File: src/rtl/game_pkg.sv
// Shared encodings for the typing-game datapath: game states, round modes,
// target value width and the round sequencer FSM states.
package game_pkg;

   localparam int unsigned VALUE_W = 7;
   localparam int unsigned CNT_W   = 7;

   typedef enum logic [1:0] {
      GS_SELECT    = 2'd0,
      GS_COUNTDOWN = 2'd1,
      GS_INGAME    = 2'd2,
      GS_FINISH    = 2'd3
   } game_state_e;

   typedef enum logic {
      MODE_TIME = 1'b0,
      MODE_WORD = 1'b1
   } mode_e;

   typedef enum logic [1:0] {
      SEQ_IDLE = 2'd0,
      SEQ_RUN  = 2'd1,
      SEQ_DONE = 2'd2
   } seq_state_e;

endpackage

File: src/rtl/round_sequencer_if.sv
// Round sequencer bus: control/checker events in, frozen round results out.
interface round_sequencer_if #(
   parameter int unsigned ERR_W = 10
);
   import game_pkg::*;

   game_state_e          game_state;
   mode_e                mode;
   logic [VALUE_W-1:0]   value;
   logic                 key_valid;
   logic                 key_correct;
   logic                 word_done;
   logic                 finish;
   logic [CNT_W-1:0]     sec_left;
   logic [CNT_W-1:0]     sec_used;
   logic [CNT_W-1:0]     words;
   logic [ERR_W-1:0]     errors;
   logic [CNT_W-1:0]     streak_max;

   modport master (
      output game_state, mode, value, key_valid, key_correct, word_done,
      input  finish, sec_left, sec_used, words, errors, streak_max
   );

   modport slave (
      input  game_state, mode, value, key_valid, key_correct, word_done,
      output finish, sec_left, sec_used, words, errors, streak_max
   );
endinterface

File: src/rtl/round_sequencer_sec_tick.sv
// Game-second prescaler: one-cycle tick every CLK_HZ cycles, held at zero by clr.
module sec_tick #(
   parameter int unsigned CLK_HZ = 100_000_000
) (
   input  logic clk,
   input  logic rst,
   input  logic clr,
   output logic tick_c
);
   localparam int unsigned PS_W = (CLK_HZ > 1) ? $clog2(CLK_HZ) : 1;

   logic [PS_W-1:0] cnt_q;

   assign tick_c = !clr && (cnt_q == PS_W'(CLK_HZ - 1));

   always_ff @(posedge clk or negedge rst) begin
      if (!rst)                cnt_q <= '0;
      else if (clr || tick_c)  cnt_q <= '0;
      else                     cnt_q <= cnt_q + PS_W'(1);
   end
endmodule

File: src/rtl/round_sequencer.sv
// In-game round sequencer: game clock, word/error counting and round-end decision.
// Optional STREAK_EN macro builds the longest-correct-run tracker.
module round_sequencer
   import game_pkg::*;
#(
   parameter int unsigned CLK_HZ = 100_000_000,
   parameter int unsigned ERR_W  = 10
) (
   input  logic clk,
   input  logic rst,
   round_sequencer_if.slave bus
);
   localparam logic [CNT_W-1:0] CNT_MAX = '1;

   seq_state_e         state_q, state_d;
   mode_e              mode_q;
   logic [VALUE_W-1:0] value_q;
   logic [CNT_W-1:0]   sec_left_q, sec_used_q, words_q;
   logic [ERR_W-1:0]   errors_q;
   logic               finish_q;
   logic               tick_c, time_end_c, word_end_c, timeout_c, wrong_key_c;

   sec_tick #(.CLK_HZ(CLK_HZ)) u_sec_tick (
      .clk    (clk),
      .rst    (rst),
      .clr    (state_q != SEQ_RUN),
      .tick_c (tick_c)
   );

   // Round-end conditions; value 0 ends on the first tick / first word.
   assign time_end_c  = tick_c && (mode_q == MODE_TIME) && (sec_left_q <= CNT_W'(1));
   assign word_end_c  = bus.word_done && (mode_q == MODE_WORD) &&
                        ((8'({1'b0, words_q}) + 8'd1) >= 8'({1'b0, value_q}));
   assign timeout_c   = tick_c && (sec_used_q == CNT_MAX - CNT_W'(1));
   assign wrong_key_c = bus.key_valid && !bus.key_correct;

   always_ff @(posedge clk or negedge rst) begin
      if (!rst) begin
         state_q  <= SEQ_IDLE;
         finish_q <= 1'b0;
      end else begin
         state_q  <= state_d;
         finish_q <= (state_d == SEQ_DONE);
      end
   end

   always_comb begin
      state_d = state_q;
      case (state_q)
         SEQ_IDLE: if (bus.game_state == GS_INGAME) state_d = SEQ_RUN;
         SEQ_RUN: begin
            if (bus.game_state != GS_INGAME)               state_d = SEQ_IDLE;
            else if (time_end_c || word_end_c || timeout_c) state_d = SEQ_DONE;
         end
         SEQ_DONE: if (bus.game_state == GS_SELECT) state_d = SEQ_IDLE;
         default:  state_d = SEQ_IDLE;
      endcase
   end

   // Round counters: reloaded in IDLE, advanced in RUN, frozen in DONE.
   always_ff @(posedge clk or negedge rst) begin
      if (!rst) begin
         mode_q     <= MODE_TIME;
         value_q    <= '0;
         sec_left_q <= '0;
         sec_used_q <= '0;
         words_q    <= '0;
         errors_q   <= '0;
      end else if (state_q == SEQ_IDLE) begin
         mode_q     <= bus.mode;
         value_q    <= bus.value;
         sec_left_q <= (bus.mode == MODE_WORD) ? '0 : CNT_W'(bus.value);
         sec_used_q <= '0;
         words_q    <= '0;
         errors_q   <= '0;
      end else if (state_q == SEQ_RUN) begin
         if (tick_c && (sec_used_q != CNT_MAX))
            sec_used_q <= sec_used_q + CNT_W'(1);
         if (tick_c && (mode_q == MODE_TIME) && (sec_left_q != '0))
            sec_left_q <= sec_left_q - CNT_W'(1);
         if (bus.word_done && (words_q != CNT_MAX))
            words_q <= words_q + CNT_W'(1);
         if (wrong_key_c && (errors_q != '1))
            errors_q <= errors_q + ERR_W'(1);
      end
   end

`ifdef STREAK_EN
   logic [CNT_W-1:0] streak_q, streak_d, streak_max_q;

   always_comb begin
      streak_d = streak_q;
      if (bus.key_valid) begin
         if (!bus.key_correct)          streak_d = '0;
         else if (streak_q != CNT_MAX)  streak_d = streak_q + CNT_W'(1);
      end
   end

   always_ff @(posedge clk or negedge rst) begin
      if (!rst) begin
         streak_q     <= '0;
         streak_max_q <= '0;
      end else if (state_q == SEQ_IDLE) begin
         streak_q     <= '0;
         streak_max_q <= '0;
      end else if (state_q == SEQ_RUN) begin
         streak_q <= streak_d;
         if (streak_d > streak_max_q) streak_max_q <= streak_d;
      end
   end

   assign bus.streak_max = streak_max_q;
`else
   assign bus.streak_max = '0;
`endif

   assign bus.finish   = finish_q;
   assign bus.sec_left = sec_left_q;
   assign bus.sec_used = sec_used_q;
   assign bus.words    = words_q;
   assign bus.errors   = errors_q;
endmodule

File: src/flat_wrapper.sv
// flat-port wrapper written by rule: the top's interface ports become plain ports
module round_sequencer_flat import game_pkg::*;
#(
   parameter int unsigned CLK_HZ = 100_000_000,
   parameter int unsigned ERR_W  = 10
)
  (clk, rst, bus_game_state, bus_mode, bus_value, bus_key_valid, bus_key_correct, bus_word_done, bus_finish, bus_sec_left, bus_sec_used, bus_words, bus_errors, bus_streak_max);
  round_sequencer_if #(.ERR_W(ERR_W)) bus_i ();
  input  logic clk;
  input  logic rst;
  input wire logic [$bits(bus_i.game_state)-1:0] bus_game_state;
  input wire logic [$bits(bus_i.mode)-1:0] bus_mode;
  input wire logic [$bits(bus_i.value)-1:0] bus_value;
  input wire logic [$bits(bus_i.key_valid)-1:0] bus_key_valid;
  input wire logic [$bits(bus_i.key_correct)-1:0] bus_key_correct;
  input wire logic [$bits(bus_i.word_done)-1:0] bus_word_done;
  output wire logic [$bits(bus_i.finish)-1:0] bus_finish;
  output wire logic [$bits(bus_i.sec_left)-1:0] bus_sec_left;
  output wire logic [$bits(bus_i.sec_used)-1:0] bus_sec_used;
  output wire logic [$bits(bus_i.words)-1:0] bus_words;
  output wire logic [$bits(bus_i.errors)-1:0] bus_errors;
  output wire logic [$bits(bus_i.streak_max)-1:0] bus_streak_max;
  assign bus_i.game_state = bus_game_state;
  assign bus_i.mode = bus_mode;
  assign bus_i.value = bus_value;
  assign bus_i.key_valid = bus_key_valid;
  assign bus_i.key_correct = bus_key_correct;
  assign bus_i.word_done = bus_word_done;
  assign bus_finish = bus_i.finish;
  assign bus_sec_left = bus_i.sec_left;
  assign bus_sec_used = bus_i.sec_used;
  assign bus_words = bus_i.words;
  assign bus_errors = bus_i.errors;
  assign bus_streak_max = bus_i.streak_max;
  round_sequencer #(.CLK_HZ(CLK_HZ), .ERR_W(ERR_W)) u_core (.clk(clk), .rst(rst), .bus(bus_i));
endmodule
File: config.mk
export PLATFORM = sky130hd
export DESIGN_NAME = round_sequencer_flat
export DESIGN_NICKNAME = d
export VERILOG_FILES = /design/src/rtl/game_pkg.sv /design/src/rtl/round_sequencer_if.sv /design/src/rtl/round_sequencer_sec_tick.sv /design/src/rtl/round_sequencer.sv /design/src/flat_wrapper.sv
export SDC_FILE = /design/constraint.sdc
export NUM_CORES = 1
export LEC_CHECK = 0
export ABC_CLOCK_PERIOD_IN_PS = 3900
export CAP_MARGIN = 15
export CORE_UTILIZATION = 68
export CTS_CLUSTER_SIZE = 12
export DETAILED_ROUTE_END_ITERATION = 10
export DONT_BUFFER_PORTS = 1
export HOLD_SLACK_MARGIN = 0.1
export PLACE_DENSITY_LB_ADDON = 0.05
export SYNTH_ARGS = -nofsm -noshare
export SYNTH_HDL_FRONTEND = slang
export SYNTH_SLANG_ARGS = --single-unit
export TNS_END_PERCENT = 1
File: constraint.sdc
create_clock -name clk -period 3.9 [get_ports clk]
set_input_delay 0 -clock clk [delete_from_list [all_inputs] [get_ports clk]]
set_output_delay 0 -clock clk [all_outputs]
set_load 0.02 [all_outputs]
==> flow_metrics.py, run 1 <==
metrics = {
    "final_layout": {
        "final_common_cell": "dfrtp_1",
        "drive_gt1_share_pct": 6.62,
        "syn_to_final_growth_pct": 12.2,
        "final.fill_count": 325,
        "finalNonFillerCells": 508,
        "final_cell_area_mm2": 0.00429,
        "num_antenna_cells": 0,
        "nNetsFinal": 463,
        "post-route-util_pct": 81.4,
        "final_cell_mix": "dfrtp_1, nor2_1, nand2_1",
    },
    "floorplanning": {
        "start_util_pct": 72.6,
        "die-height_um": 77.0,
        "die_w_um": 77.0,
        "core_area_mm2": 0.00527,
        "die_area_mm2": 0.00593,
        "num_rows": 26,
        "ios": 54,
    },
    "clock_network": {
        "cts_buffers": 9,
        "h-tree-depth": 3,
        "clockRootBuffer": "clkbuf_8",
        "cts_resized": 0,
        "postCtsHoldBufs": 16,
        "clk_pin_slew_ps": 80,
        "insertion_delay_ps": 340,
        "tritoncts": "yes",
        "clock_sinks": 69,
        "cts.path.max_buffers": 2,
        "cts_setup_buffers": 0,
    },
    "critical_path": {
        "required_ps": 4120,
        "slowest_delay_ps": 620,
        "r2r_setup_slack_ps": 610,
        "worstSetupPathType": "reg -> reg",
        "reg2reg_depth": 10,
        "worstPathCellList": "and4_1 > nand2_1 > xnor2_1 > ha_1 > nand3_1 > or3_1 > nor3_1 > nor3_1 > o211a_1 > dlygate4sd3_1",
        "crit_slowest_cell": "dfrtp_1",
        "cp_common_cell": "nor3_1",
        "worstPathArrival_ps": 3510,
        "cp-startpoint": "u_core.bus.words[2]",
        "worstReg2RegStart": "u_core.bus.words[2]",
        "crit_path_end_kind": "flip-flop",
        "start_kind": "flip-flop",
        "r2r_end": "u_core.state_q[0]",
        "cp_max_fo": 9,
    },
    "power_and_ir_drop": {
        "p_seq_share_pct": 47.4,
        "internal_power_mw": 1.23,
        "power_density_mw_per_mm2": 371,
        "total_power_mw": 1.59,
        "p_sw_uw": 364,
        "max-vdd-ir-drop_mv": 0.270,
        "switching_share_pct": 22.9,
        "comb_power_share_pct": 7.3,
        "p_clk_share_pct": 45.3,
        "leakage_nw": 1.82,
    },
    "place": {
        "io_buffers": 0,
        "dp.cells": 476,
        "place_hpwl_um": 5380,
        "dpl_cell_area_mm2": 0.00384,
        "globalplace.congestion": 0.847,
    },
    "synth": {
        "synth_flop_cell": "dfrtp_1",
        "synth_cells": 421,
        "synth_top_area_share_pct": 45.1,
        "yosys_warnings": 0,
        "synth_area_mm2": 0.00383,
        "synth_cell_types": 48,
        "synth_top_area_cell": "dfrtp_1",
        "avgSynthCellArea_um2": 9.09,
        "synthArstFlopShare_pct": 100,
        "synth_edf_count": 0,
        "yosys-top-cells-area": "dfrtp_1, nor2_1, ha_1",
        "ys_seq_elements": 69,
        "ys_seq_area_share_pct": 45.1,
    },
    "grt": {
        "grt_pass1_vias": 3059,
        "antenna_found_initial": 0,
        "grt_first_pass_wirelength_um": 14500,
        "grt.overflow.total": 0,
        "grt_use_total_pct": 31.1,
        "grt_max_degree": 70,
    },
    "worst_hold_path": {
        "hold_end": "u_core.bus.finish",
        "holdPathStages": 4,
        "min_from": "bus_word_done",
        "hold_path.class": "in -> reg",
    },
    "outcome": {
        "status": "finished clean",
    },
    "timing": {
        "maxSlewViolCount": 0,
        "setup_tns_ps": 0,
        "worstMarginPinSlew_ps": 728,
        "fmax_ghz": 0.304,
        "rsz0062_at_grt": "false",
        "slew_headroom_pct": 51.0,
        "finalSetupViolCount": 0,
        "period_needed_ps": 3290,
        "hold_violations": 0,
        "clock_skew_ps": 7.82,
        "fin_crit_sh_pct": 84.4,
    },
    "job": {
        "max_cap_viol_count": 0,
    },
    "route": {
        "wl_per_cell_um": 16.7,
        "remaining_drc_errors": 0,
        "drt-vias-per-instance": 6.13,
        "num_vias": 3115,
        "drtPass1Iterations": 4,
        "drt-initial-drc-count": 212,
        "ant_nets": 0,
        "routed_wl_um": 8500,
    },
}
[through the flow]
stage | setup slack, ps | hold WS [ps]
after floorplan | 1500 | -296
after global placement | 1430 | -294
after detailed placement | 1350 | -294
after CTS | 792 | 130
after global routing | 432 | 216
final | 607 | 172
[Yosys cell counts (4+ instances only)]
cell / instances
buf_4: 7
xor2_1: 20
ha_1: 14
dfrtp_1: 69
nand3_1: 26
nor4_1: 8
or3_1: 5
clkbuf_1: 13
a21oi_1: 13
o21ai_0: 19
nor4b_1: 4
nand2_1: 42
nor2_1: 55
or4_1: 6
inv_1: 20
and3_1: 4
xnor2_1: 16
a31oi_1: 8
and4_1: 5
nand4_1: 12
nor3_1: 9
[power by group through the flow]
stage / logic (mW) / registers (mW) / clock network (mW)
floorplan: 0.0696 / 0.764 / 0
global placement: 0.0758 / 0.768 / 0
detailed placement: 0.0788 / 0.768 / 0
CTS: 0.111 / 0.755 / 0.722
global route: 0.131 / 0.757 / 0.755
finish: 0.117 / 0.755 / 0.721
[sequential cells by signal, summed over array words and instances (netlist names)]
name and count:
u_core.bus.errors 10, u_core.bus.finish 1, u_core.bus.sec_left 7, u_core.bus.sec_used 7, u_core.bus.words 7, u_core.mode_q 1
u_core.state_q 2, u_core.u_sec_tick.cnt_q 27, u_core.value_q 7
[worst max-delay path: cells and delay by family (launching register included)]
family / cells / cell delay, ps
AO/OA/AOI/OAI: 1 / 220
XOR/XNOR: 1 / 140
adder cells (fa/ha/maj): 1 / 340
buffers and inverters: 1 / 540
flip-flops: 1 / 620
AND/OR/NAND/NOR: 6 / 1310
[kinds of logic (layout without fill, tap and decap cells)]
group           count (synthesis)  count (layout)  synth area share (%)
xor+xnor                       36              36                  8.24
flops                          69              69                  45.1
other cells                     1               7                0.0980
compound gates                 61              61                  10.0
buf+inv                        42              53                  4.87
simple gates                  195             195                  26.3
fa+ha+maj                      14              14                  4.58
mux                             3               3                 0.785
[how the worst max path moves through the flow]
stage                        endpoint  depth (start not counted)
5_1_grt             u_core.state_q[0]                         10
6_report            u_core.state_q[0]                         10
3_3_place_gp   u_core.bus.sec_used[4]                          6
3_5_place_dp   u_core.bus.sec_used[4]                          6
2_1_floorplan  u_core.bus.sec_used[4]                          6
4_1_cts             u_core.state_q[0]                         10
[layer usage]
layer	GRT usage (%)	up-vias	routed length [um]
met4	11.5	0	169
met1	41.8	1487	3710
met5	0	-	0
li1	-	1500	-
met3	5.71	15	493
met2	50.4	113	4130
[area by class of cell]
cell class	count	area, um2	area share [%]
Clock buffer	11	151	3.53
Clock inverter	4	95.1	2.22
Inverter	20	75.1	1.75
Multi-Input combinational cell	316	1940	45.3
Sequential cell	69	1730	40.2
Tap cell	70	87.6	2.04
Timing Repair Buffer	18	213	4.96
(Power assumes the default switching activity.)
==> run 2: changes to the inputs <==
--- a/config.mk
+++ b/config.mk
@@ -5,9 +5,9 @@
 export SDC_FILE = /design/constraint.sdc
 export NUM_CORES = 1
 export LEC_CHECK = 0
-export ABC_CLOCK_PERIOD_IN_PS = 3900
+export ABC_CLOCK_PERIOD_IN_PS = 3300
 export CAP_MARGIN = 15
-export CORE_UTILIZATION = 68
+export CORE_UTILIZATION = 64
 export CTS_CLUSTER_SIZE = 12
 export DETAILED_ROUTE_END_ITERATION = 10
 export DONT_BUFFER_PORTS = 1
==> constraint.sdc (replaced) <==
create_clock -name clk -period 3.3 [get_ports clk]
set_input_delay 0 -clock clk [delete_from_list [all_inputs] [get_ports clk]]
set_output_delay 0 -clock clk [all_outputs]
set_load 0.02 [all_outputs]
==> run 2 against run 1 <==
  * Sequential power is 18% higher
  * Sequential share of layout area is 0.77 points higher
  * Utilization is 6.7 points lower
  * Register-to-register slack worse by 380 ps
  * Power is 3.0% higher
  * Worst hold slack worse by 55 ps
  * Via count is 1.5% lower
  * Wire length is 5.5% lower
  * Non-clock buffer count is 1 higher
  * Combinational power is 15% higher
  * Count of clock-buffer cells in the layout is 1 higher
  * Die area is 6.1% higher
  * Critical path type unchanged
  * Largest power group unchanged
==> flow_metrics.py, run 2 (same netlist as run 1, synthesis figures left out) <==
metrics = {
    "clock_network": {
        "clk_pin_slew_ps": 70,
        "cts.path.max_buffers": 2,
        "h-tree-depth": 3,
        "clock_sinks": 69,
        "clockRootBuffer": "clkbuf_8",
        "insertion_delay_ps": 340,
        "cts_buffers": 9,
        "tritoncts": "yes",
    },
    "final_layout": {
        "post-route-util_pct": 74.7,
        "drive_gt1_share_pct": 7.05,
        "multi_input_area_mm2": 0.00194,
        "largest_reg_flops": 27,
        "largest-register": "u_core.u_sec_tick.cnt_q",
        "final_common_cell": "dfrtp_1",
        "nNetsFinal": 464,
        "num_antenna_cells": 0,
        "regArea_mm2": 0.00173,
        "final.fill_count": 408,
        "final_cell_mix": "dfrtp_1, nor2_1, nand2_1",
        "syn_to_final_growth_pct": 10.1,
    },
    "critical_path": {
        "worstPathCellList": "and4_1 > nand2_1 > xnor2_1 > ha_1 > nand3_1 > or3_1 > nor3_1 > nor3_1 > o211a_1 > dlygate4sd3_1",
        "required_ps": 3520,
        "crit_slowest_cell": "dfrtp_1",
        "worstSetupPathType": "reg -> reg",
        "cp_common_cell": "nor3_1",
        "crit_path_end_kind": "flip-flop",
        "worstPathArrival_ps": 3290,
        "start_kind": "flip-flop",
        "slowest_delay_ps": 610,
        "cp_max_fo": 9,
    },
    "place": {
        "globalplace.congestion": 0.875,
        "io_buffers": 0,
        "place_hpwl_um": 5620,
    },
    "timing": {
        "finalSetupViolCount": 0,
        "fmax_ghz": 0.326,
        "setup_tns_ps": 0,
        "maxSlewViolCount": 0,
        "slew_headroom_pct": 55.7,
        "period_needed_ps": 3070,
        "worstMarginPinSlew_ps": 658,
        "clock_skew_ps": 5.82,
        "fin_crit_sh_pct": 93.0,
        "rsz0062_at_grt": "false",
        "hold_violations": 0,
    },
    "route": {
        "remaining_drc_errors": 0,
        "wl_met3_um": 370,
        "highest_layer": "met4",
        "drt-initial-drc-count": 101,
        "drtPass1Iterations": 5,
        "wl_met1_um": 3780,
        "wl_met2_um": 3750,
        "num_vias": 3068,
        "drt-vias-per-instance": 5.99,
        "wl_per_cell_um": 15.7,
        "ant_nets": 0,
        "routed_wl_um": 8040,
    },
    "floorplanning": {
        "ios": 54,
        "die_area_mm2": 0.00629,
        "die_w_um": 79.3,
        "start_util_pct": 67.8,
        "die-height_um": 79.3,
        "num_rows": 27,
        "core_area_mm2": 0.00564,
    },
    "power_and_ir_drop": {
        "max-vdd-ir-drop_mv": 0.260,
        "total_power_mw": 1.64,
        "power_density_mw_per_mm2": 389,
        "leakage_nw": 1.79,
    },
    "outcome": {
        "status": "finished clean",
    },
    "grt": {
        "grt_use_total_pct": 27.5,
        "antenna_found_initial": 0,
        "grt_pass1_vias": 2934,
        "grt_first_pass_wirelength_um": 13400,
        "grt_max_degree": 70,
        "grt.overflow.total": 0,
    },
    "job": {
        "max_cap_viol_count": 0,
    },
    "worst_hold_path": {
        "hold_path.class": "in -> reg",
    },
}
-- run 2: routing by layer --
layer,vias up,global-route usage [%]
met5,-,0
met4,0,11.8
met2,88,42.9
met1,1467,37.1
met3,15,5.63
li1,1498,-
-- run 2: cell type report --
type / count / area share (%)
repair buffers: 19 / 4.75
clock inverters: 4 / 0.534
well taps: 72 / 2.14
inverters: 20 / 1.78
flip-flops and latches: 69 / 41.0
multi-input cells: 316 / 46.1
clock buffers: 12 / 3.68
-- run 2: power breakdown --
group / switching, mW / leakage [nW] / internal [mW]
sequential: 0.0297 / 0.933 / 0.864
clock: 0.303 / 0.0921 / 0.310
combinational: 0.0857 / 0.760 / 0.0479
total: 0.418 / 1.79 / 1.22
-- run 2: worst paths after layout --
check	startpoint	end	slack, ps	cells after the start
max in group asynchronous	rst	u_core.bus.words[0]	2800	2
hold reg to reg	u_core.u_sec_tick.cnt_q[0]	u_core.u_sec_tick.cnt_q[0]	490	1
min in group asynchronous	rst	u_core.bus.sec_left[5]	240	2
setup reg to reg	u_core.bus.words[2]	u_core.state_q[0]	230	10
setup / recovery	u_core.bus.words[2]	u_core.state_q[0]	230	10
hold / removal	bus_word_done	u_core.bus.finish	120	4
-- run 2: worst max-delay path, delay by kind of cell (launching register included) --
kind            cells  cell delay (ps)
simple gates        6             1080
flops               1              610
buf+inv             1              550
fa+ha+maj           1              330
compound gates      1              230
xor+xnor            1              140
-- run 2: through the flow --
step | hold WS, ps | instance area, um2 | cells | setup slack, ps
final | 117 | 4210 | 512 | 230
after floorplan | -296 | 3850 | 427 | 903
after detailed placement | -294 | 3860 | 480 | 760
after global routing | 169 | 4210 | 512 | 44.4
after CTS | 124 | 4210 | 512 | 206
after global placement | -294 | 3860 | 480 | 831
-- run 2: repair_timing --
action                                 4_1_cts  5_1_grt
setup buffers                                0        0
setup endpoints to repair                    0        1
gates resized for setup                      0        1
hold buffers                                16        0
endpoints found under the hold margin       96        0
==> run 3: changes to the inputs <==
--- a/config.mk
+++ b/config.mk
@@ -5,8 +5,10 @@
 export SDC_FILE = /design/constraint.sdc
 export NUM_CORES = 1
 export LEC_CHECK = 0
+export ABC_AREA = 1
 export ABC_CLOCK_PERIOD_IN_PS = 3300
 export CAP_MARGIN = 15
+export CORE_ASPECT_RATIO = 1.4
 export CORE_UTILIZATION = 64
 export CTS_CLUSTER_SIZE = 12
 export DETAILED_ROUTE_END_ITERATION = 10
==> run 3 against run 2 <==
  * Global-route usage rose by 1.9 points
  * Wire length rose by 17%
  * Die area rose by 9.2%
  * Worst setup slack improved by 120 ps
  * Critical path depth rose by 5
  * Area after synthesis rose by 9.4%
  * Register-to-register slack improved by 120 ps
  * Largest cell class unchanged
==> flow_metrics.py, run 3 <==
metrics = {
    "final_layout": {
        "drive_gt1_share_pct": 7.57,
        "syn_to_final_growth_pct": 9.89,
        "post-route-util_pct": 73.6,
        "largest_reg_flops": 27,
        "final_cell_area_mm2": 0.00460,
        "num_antenna_cells": 0,
        "final_common_cell": "nand2_1",
        "nNetsFinal": 579,
        "final_cell_mix": "nand2_1, inv_1, dfrtp_1",
        "finalNonFillerCells": 627,
        "largest-register": "u_core.u_sec_tick.cnt_q",
    },
    "synth": {
        "synthArstFlopShare_pct": 100,
        "yosys.area_share.simple_pct": 30.6,
        "synth_edf_count": 0,
        "synth_cells": 528,
        "yosys.area_share.adder_pct": 4.18,
        "synth.most_common_cell": "nand2_1",
        "synth_top_area_share_pct": 41.2,
        "synth_xor_area_share_pct": 5.65,
        "yosys_warnings": 0,
        "avgSynthCellArea_um2": 7.93,
        "ys_seq_area_share_pct": 41.2,
        "synth_top_area_cell": "dfrtp_1",
        "synth_cell_types": 39,
        "yosys-top-cells-area": "dfrtp_1, nand2_1, nand3_1",
        "synth_mux_area_share_pct": 0,
        "synth_area_mm2": 0.00419,
        "synth_flop_cell": "dfrtp_1",
        "ys_top_cells_by_count": "nand2_1, dfrtp_1, inv_1",
        "synth_compound_area_share_pct": 9.23,
        "synth_top_family_by_area": "simple AND/OR/NAND/NOR gates",
        "ys_seq_elements": 69,
    },
    "clock_network": {
        "insertion_delay_ps": 350,
        "cts_buffers": 9,
        "cts_resized": 0,
        "clk_pin_slew_ps": 80,
        "cts.path.max_buffers": 2,
        "h-tree-depth": 3,
        "clockRootBuffer": "clkbuf_8",
        "tritoncts": "yes",
        "postCtsHoldBufs": 18,
        "cts_setup_buffers": 0,
        "clock_sinks": 69,
    },
    "place": {
        "dpl_cell_area_mm2": 0.00421,
        "io_buffers": 0,
        "dp.cells": 593,
        "pre_cts_ws_ps": 1030,
        "globalplace.congestion": 0.915,
        "place_hpwl_um": 6660,
    },
    "critical_path": {
        "crit_slowest_cell": "dfrtp_1",
        "crit_path_end_kind": "flip-flop",
        "start_kind": "flip-flop",
        "worstPathArrival_ps": 3180,
        "required_ps": 3530,
        "worstSetupPathType": "reg -> reg",
        "worstPathCellList": "ha_1 > nand2_1 > nor2_1 > nand3_1 > nand2_1 > inv_1 > ha_1 > and3_1 > nand2_1 > nand2_1 > nand2_1 > nand3_1 > nand3_1 > nand2_1 > dlygate4sd3_1",
        "cp_max_fo": 6,
        "cp_common_cell": "nand2_1",
        "slowest_delay_ps": 560,
    },
    "timing": {
        "maxSlewViolCount": 0,
        "fmax_ghz": 0.339,
        "slew_headroom_pct": 55.3,
        "setup_tns_ps": 0,
        "worstMarginPinSlew_ps": 670,
        "whs_ps": 176,
        "fin_crit_sh_pct": 89.4,
        "finalSetupViolCount": 0,
        "rsz0062_at_grt": "false",
        "timing.final.ws_setup_ps": 350,
        "clock_skew_ps": 14.1,
        "hold_violations": 0,
        "period_needed_ps": 2950,
    },
    "route": {
        "routed_wl_um": 9440,
        "remaining_drc_errors": 0,
        "ant_nets": 0,
        "drt-vias-per-instance": 5.65,
        "num_vias": 3541,
        "wl_per_cell_um": 15.1,
        "drt-initial-drc-count": 239,
        "drtPass1Iterations": 4,
    },
    "floorplanning": {
        "die_area_mm2": 0.00687,
        "die-height_um": 97.7,
        "ios": 54,
        "core_area_mm2": 0.00625,
        "die_w_um": 70.4,
        "start_util_pct": 66.9,
        "num_rows": 34,
    },
    "power_and_ir_drop": {
        "total_power_mw": 1.79,
        "power_density_mw_per_mm2": 390,
        "leakage_nw": 2.18,
        "max-vdd-ir-drop_mv": 0.274,
    },
    "worst_hold_path": {
        "hold_path.class": "in -> async",
    },
    "grt": {
        "grt_max_degree": 70,
        "antenna_found_initial": 0,
        "grt_pass1_vias": 3460,
        "grt_use_total_pct": 29.4,
        "grt.overflow.total": 0,
        "grt_first_pass_wirelength_um": 15600,
    },
    "job": {
        "max_cap_viol_count": 0,
    },
    "outcome": {
        "status": "finished clean",
    },
}
==> run 3: final cells by class <==
class                      instances  area, um2
multi-input combinational        377       2100
sequential                        69       1730
fill                             476       1650
inverter                          73        274
timing repair buffer              20        213
clock buffer                      12        145
tap                               72       90.1
clock inverter                     4       47.5
==> run 3: worst max-delay path: cells and delay by family (launching register included) <==
| kind | cells | cell delay, ps |
|---|---|---|
| buf+inv | 2 | 600 |
| simple gates | 11 | 1150 |
| flops | 1 | 560 |
| fa+ha+maj | 2 | 540 |
==> run 3: final timing paths <==
| path | slack [ps] | depth (start not counted) | start | to |
|---|---|---|---|---|
| worst max-delay path | 350 | 15 | u_core.bus.words[0] | u_core.state_q[1] |
| worst min-delay path | 180 | 2 | rst | u_core.bus.sec_left[2] |
| worst max register to register | 350 | 15 | u_core.bus.words[0] | u_core.state_q[1] |
| worst min register to register | 500 | 1 | u_core.u_sec_tick.cnt_q[23] | u_core.u_sec_tick.cnt_q[23] |
| max in group asynchronous | 2830 | 2 | rst | u_core.u_sec_tick.cnt_q[2] |
| min in group clk | 370 | 3 | bus_value[6] | u_core.value_q[6] |
==> run 3: cells by family after synthesis <==
kind of cell	after synthesis
xor+xnor	27
fa+ha+maj	14
compound gates	65
buf+inv	88
flops	69
other cells	1
simple gates	264
==> run 3: report_power, final <==
group / internal, mW / total, mW / switching [mW]
registers: 0.870 / 0.916 / 0.0466
clock network: 0.368 / 0.695 / 0.327
logic: 0.0652 / 0.183 / 0.118
==> run 3: per-layer routing <==
layer | share of wire, % | up-vias | GRT usage, %
met2 | 55 | 88 | 54.1
met1 | 39 | 1677 | 31.0
met3 | 3.5 | 19 | 5.81
li1 | - | 1757 | -
met5 | 0 | - | 0
met4 | 2.3 | 0 | 14.9
